--- src/rtl/inst_fetch_unit.sv ---
// inst_fetch_unit: assembles little-endian instructions one RAM byte per cycle and hands them to decode.
// Ports:
//   clk_in          system clock
//   rst_in          asynchronous active-low reset
//   rdy_in          global ready, 0 pauses the unit
//   redirect_in     flush and restart fetch at redirect_pc_in
//   redirect_pc_in  new PC
//   mem_en_out      RAM read enable
//   mem_a_out       RAM byte address
//   mem_d_in        RAM read data, one cycle after the address
//   inst_out        assembled instruction
//   inst_pc_out     PC of inst_out
//   inst_valid_out  inst_out valid
//   inst_ready_in   decode accepts
module inst_fetch_unit #(
    parameter int          ADDR_WIDTH = 17,
    parameter int          INST_BYTES = 4,
    parameter logic [31:0] RESET_PC   = 32'h0
) (
    input  logic                    clk_in,
    input  logic                    rst_in,
    input  logic                    rdy_in,
    input  logic                    redirect_in,
    input  logic [31:0]             redirect_pc_in,
    output logic                    mem_en_out,
    output logic [ADDR_WIDTH-1:0]   mem_a_out,
    input  logic [7:0]              mem_d_in,
    output logic [8*INST_BYTES-1:0] inst_out,
    output logic [31:0]             inst_pc_out,
    output logic                    inst_valid_out,
    input  logic                    inst_ready_in
);
    localparam int IW = $clog2(INST_BYTES + 1);
    localparam logic [IW-1:0] NB      = IW'(INST_BYTES);
    localparam logic [IW-1:0] NB_LAST = IW'(INST_BYTES - 1);

    typedef enum logic {FETCH, HOLD} state_t;

    state_t        state, state_nx;
    logic [31:0]   pc;
    logic [IW-1:0] issue_idx, cap_idx;
    logic          issued_q;
    logic          flush, handshake, issue, capture, last_cap;

    always_comb begin
        flush     = rdy_in & redirect_in;
        handshake = (state == HOLD) & inst_valid_out & inst_ready_in & rdy_in;
        issue     = (state == FETCH) & rdy_in & ~redirect_in & (issue_idx < NB);
        capture   = (state == FETCH) & rdy_in & ~redirect_in & issued_q;
        last_cap  = capture & (cap_idx == NB_LAST);
    end

    always_ff @(posedge clk_in or negedge rst_in) begin
        if (!rst_in)
            state <= FETCH;
        else
            state <= state_nx;
    end

    always_comb begin
        state_nx = (flush || handshake) ? FETCH : last_cap ? HOLD : state;
    end

    // Reset gates the combinational RAM port so it reads 0 while rst_in is low.
    always_comb begin
        mem_en_out = rst_in & issue;
        mem_a_out  = rst_in ? ADDR_WIDTH'(pc + 32'(issue_idx)) : '0;
    end

    always_ff @(posedge clk_in or negedge rst_in) begin
        if (!rst_in) begin
            pc             <= RESET_PC;
            issue_idx      <= '0;
            cap_idx        <= '0;
            issued_q       <= 1'b0;
            inst_out       <= '0;
            inst_pc_out    <= '0;
            inst_valid_out <= 1'b0;
        end else if (rdy_in) begin
            issued_q <= issue;
            if (flush || handshake) begin
                // Redirect wins over pc+INST_BYTES; a same-cycle handshake still completes.
                issue_idx      <= '0;
                cap_idx        <= '0;
                inst_valid_out <= 1'b0;
                pc             <= flush ? redirect_pc_in : pc + 32'(INST_BYTES);
            end else begin
                if (issue)
                    issue_idx <= issue_idx + 1'b1;
                if (capture)
                    cap_idx <= cap_idx + 1'b1;
                for (int k = 0; k < INST_BYTES; k++)
                    if (capture && cap_idx == IW'(k))
                        inst_out[8*k +: 8] <= mem_d_in;
                if (last_cap) begin
                    inst_valid_out <= 1'b1;
                    inst_pc_out    <= pc;
                end
            end
        end else begin
            // The byte whose data lands during a pause is lost; rewind so it is re-issued.
            issued_q  <= 1'b0;
            issue_idx <= cap_idx;
        end
    end
endmodule

--- config.mk ---
export PLATFORM = sky130hd
export DESIGN_NAME = inst_fetch_unit
export DESIGN_NICKNAME = d
export VERILOG_FILES = /design/src/rtl/inst_fetch_unit.sv
export SDC_FILE = /design/constraint.sdc
export NUM_CORES = 1
export LEC_CHECK = 0
export CAP_MARGIN = 20
export CORE_ASPECT_RATIO = 0.75
export CORE_MARGIN = 5
export CORE_UTILIZATION = 49
export DETAILED_ROUTE_END_ITERATION = 6
export PLACE_DENSITY = 0.8
export RECOVER_POWER = 25
export SYNTH_ARGS = -nofsm -noshare
export SYNTH_HDL_FRONTEND = slang
export SYNTH_SLANG_ARGS = --single-unit
--- constraint.sdc ---
create_clock -name clk_in -period 2.9 [get_ports clk_in]
set_input_delay 0.435 -clock clk_in [delete_from_list [all_inputs] [get_ports clk_in]]
set_output_delay 0.435 -clock clk_in [all_outputs]
set_load 0.005 [all_outputs]
==> flow_summary.json <==
{
  "min_to": "inst_pc_out[27]$_DFFE_PN0P_",
  "port_buffers": 127,
  "ys.flop_type": "dfrtp_1",
  "grt_pass1_wl_um": 22120,
  "crit_path_frequent_cell": "buf_6",
  "dp.cells": 724,
  "avgSynthCellArea_um2": 10.97,
  "worstPathMaxFanout": 3,
  "hold-worst-slack_ns": 0.4950,
  "final_cells": 751,
  "htreeDepth": 3,
  "critPathRequiredTime_ns": 2.47,
  "crit_family": "adder cells",
  "powerDensity_nw_per_um2": 519.5,
  "status": "finished, final reports clean",
  "rsz0062_at_grt": "true",
  "path_buf_inv": 4,
  "ys_seq_area_share_pct": 51.62,
  "row_count": 32,
  "start_util_pct": 49.85,
  "wirelength_um": 13680,
  "clk_pin_slew_ns": 0.07,
  "end_kind": "output pin",
  "antenna_cells": 0,
  "route.vias.total": 4098,
  "synth_area_um2": 5090,
  "cts_tree": "yes",
  "fillCellCount": 748,
  "grt_pass1_vias": 4267,
  "synth_compound_area_share_pct": 6.219,
  "worstSetupPathType": "flip-flop to output pin",
  "cts_root_buf": "clkbuf_16",
  "worstHoldPathType": "flip-flop to flip-flop",
  "core_area_um2": 10210,
  "synthToLayoutAreaGrowth_pct": 39.99,
  "clock_sinks": 105,
  "synth.area.mux_share_pct": 13.91,
  "p_total_mw": 3.702,
  "dp_slack_ns": 0.03314,
  "setup_tns_ns": 0,
  "maxCapViolCount": 0,
  "die_x_um": 127.7,
  "synth_top_area_cell": "dfrtp_1",
  "slew-limit-headroom_pct": 49.74,
  "grt.overflow.total": 0,
  "vias_per_cell": 5.457,
  "drtIter0Drc": 356,
  "nNetsFinal": 666,
  "io_pins": 128,
  "synth_seq_cells": 105,
  "path_cells": "ha_4 > inv_2 > fa_2 > nor2b_4 > o2111ai_4 > buf_6 > buf_6 > nor3_4 > xor2_1 > and2_1 > buf_2",
  "async_reset_ff_share_pct": 100.0,
  "min_path_cells": 2,
  "final-setup-viol-count": 0,
  "worst_path_largest_cell_delay_ns": 0.39,
  "synth_top_area_share_pct": 51.62,
  "grt_max_degree": 38,
  "tightest_slew_ns": 0.7539,
  "worstReg2RegStart": "pc[6]$_DFFE_PN0P_",
  "crit_slowest_cell": "dfrtp_1",
  "reg2reg_slack_ns": 0.62,
  "place_congestion": 0.8727,
  "max-clock-path-buffers": 2,
  "post_drt_wl_per_cell_um": 18.21,
  "dieArea_um2": 12550,
  "rr_endpoint": "pc[31]$_DFFE_PN0P_",
  "die_y_um": 98.27,
  "hpwl_um": 9696,
  "yosysUniqueCellTypes": 44,
  "hold_viol_final": 0,
  "rr_worst_depth": 5,
  "synth_edf_count": 0,
  "layout-drive-gt1-share_pct": 21.63,
  "fin_skew_ns": 0.006211,
  "fmax_mhz": 353.3,
  "min_period_ns": 2.831,
  "start_kind": "flip-flop",
  "synth_simple_gate_area_share_pct": 16.08,
  "syn-num-nets": 520,
  "synthAdderAreaFrac_pct": 2.852,
  "ant_nets": 0,
  "leakagePower_nw": 3.221,
  "crit_arrival_ns": 2.40,
  "synth_cells": 464,
  "yosysWarnings": 0,
  "synthXorXnorAreaFrac_pct": 6.539,
  "vdd_ir_drop_max_v": 0.0003744,
  "drtPass1Iterations": 5,
  "cts_buffers": 9,
  "worst_slack_ns": 0.06934,
  "ys_top_cells_by_area": "dfrtp_1 (52%), mux2_2 (14%), nand2_1 (4.1%)",
  "timing.final.crit_share_pct": 97.61,
  "clock_latency_ns": 0.35,
  "synth_top_family_by_area": "simple AND/OR/NAND/NOR gates",
  "grt_use_total_pct": 22.01,
  "hp-start": "inst_pc_out[27]$_DFFE_PN0P_",
  "drc_errors": 0,
  "grt_antenna_before_repair": 0,
  "slew_viol_final": 0
}
==> what timing repair did <==
item,CTS,global route
endpoints found under the hold margin,11,0
pin swaps,6,6
resized for setup,25,19
setup buffers,4,6
endpoints found under the setup margin,11,9
hold buffers,1,0
==> worst min-delay path, cell delays in order, from the launching register on <==
cell	delay, ns
dfrtp_1	0.35
nand2_1	0.05
o21ai_0	0.06
==> metal layers <==
metal | track usage [%] | up-vias | wire, um
met1 | 30.81 | 2011 | 6119
li1 | - | 1905 | -
met3 | 5.085 | 16 | 956
met4 | 5.791 | 0 | 161
met5 | 0 | - | 0
met2 | 34.78 | 166 | 6437
==> state kept, by name (all words and copies together), names as in the netlist <==
name	count
state	1
issue_idx	3
issued_q	1
cap_idx	3
inst_pc_out	32
inst_valid_out	1
inst_out	32
pc	32
==> through the flow <==
stage                     instance area (um^2)  util (%)
after floorplan                           5090         -
after global routing                      7126     69.79
after global placement                    6596     64.61
final                                     7126     69.79
after detailed placement                  6596     64.61
after CTS                                 7037     68.92
==> kinds of logic after synthesis <==
family | after synthesis
xor gates and xnor gates | 38
muxes | 63
AOI/OAI and AO/OA | 54
and+or+nand+nor | 158
DFF | 105
buffers and inverters | 35
adders and majority gates | 11
==> final cells by class <==
| cell class | instances | area (um^2) | share of cell area [%] |
|---|---|---|---|
| inverter | 9 | 33.78 | 0.4741 |
| clock buffer | 10 | 239.0 | 3.354 |
| multi-input combinational | 324 | 2435 | 34.17 |
| clock inverter | 6 | 87.58 | 1.229 |
| timing repair buffer | 161 | 1533 | 21.51 |
| tap | 136 | 170.2 | 2.388 |
| sequential | 105 | 2628 | 36.87 |
==> worst max-delay path by stage <==
stage                                   startpoint             to  slack, ns  depth (start not counted)
after floorplan           issue_idx[0]$_DFFE_PN0P_  mem_a_out[12]       0.58                          7
after global routing      issue_idx[0]$_DFFE_PN0P_  mem_a_out[14]      -0.03                         11
after CTS                        pc[0]$_DFFE_PN0P_  mem_a_out[14]      0.006                         10
final                     issue_idx[0]$_DFFE_PN0P_  mem_a_out[14]       0.07                         11
after detailed placement         pc[0]$_DFFE_PN0P_  mem_a_out[12]       0.03                          8
after global placement           pc[0]$_DFFE_PN0P_  mem_a_out[12]       0.08                          8
==> cells in the final DEF, fill, tap and decap left out, types with 7 or more instances in the layout <==
| cell type | count |
|---|---|
| buf_4 | 31 |
| nand3_1 | 16 |
| clkdlybuf4s50_1 | 114 |
| clkbuf_16 | 9 |
| nand4_1 | 9 |
| mux2_2 | 62 |
| xor2_1 | 18 |
| dfrtp_1 | 105 |
| and2_1 | 19 |
| o21ai_0 | 33 |
| nor2_1 | 13 |
| xnor2_1 | 20 |
| and3_1 | 11 |
| ha_1 | 7 |
| nand2_1 | 54 |
| inv_1 | 8 |
==> synth_stat cells, drive strengths merged, types with 3 or more instances <==
cell type and instances:
nor3b 3, or3 3, a31oi 3, and4 4, nor4 5, and3 12, ha 10, nor3 7
nor2 13, nand3 16, inv 9, nand2 56, mux2 62, xor2 18, xnor2 20, nand2b 3
nor2b 4, clkbuf 20, dfrtp 105, a21oi 3, and2 19, o21ai 34, nand4 9, buf 6
==> where the power goes <==
part / switching, mW / total (mW) / leakage (nW) / internal [mW]
Clock: 0.547 / 1.33 / 0.163 / 0.784
Combinational: 0.249 / 0.628 / 1.68 / 0.380
Sequential: 0.147 / 1.74 / 1.38 / 1.59
Total: 0.944 / 3.70 / 3.22 / 2.76
Power figures use the tool's default switching activity.
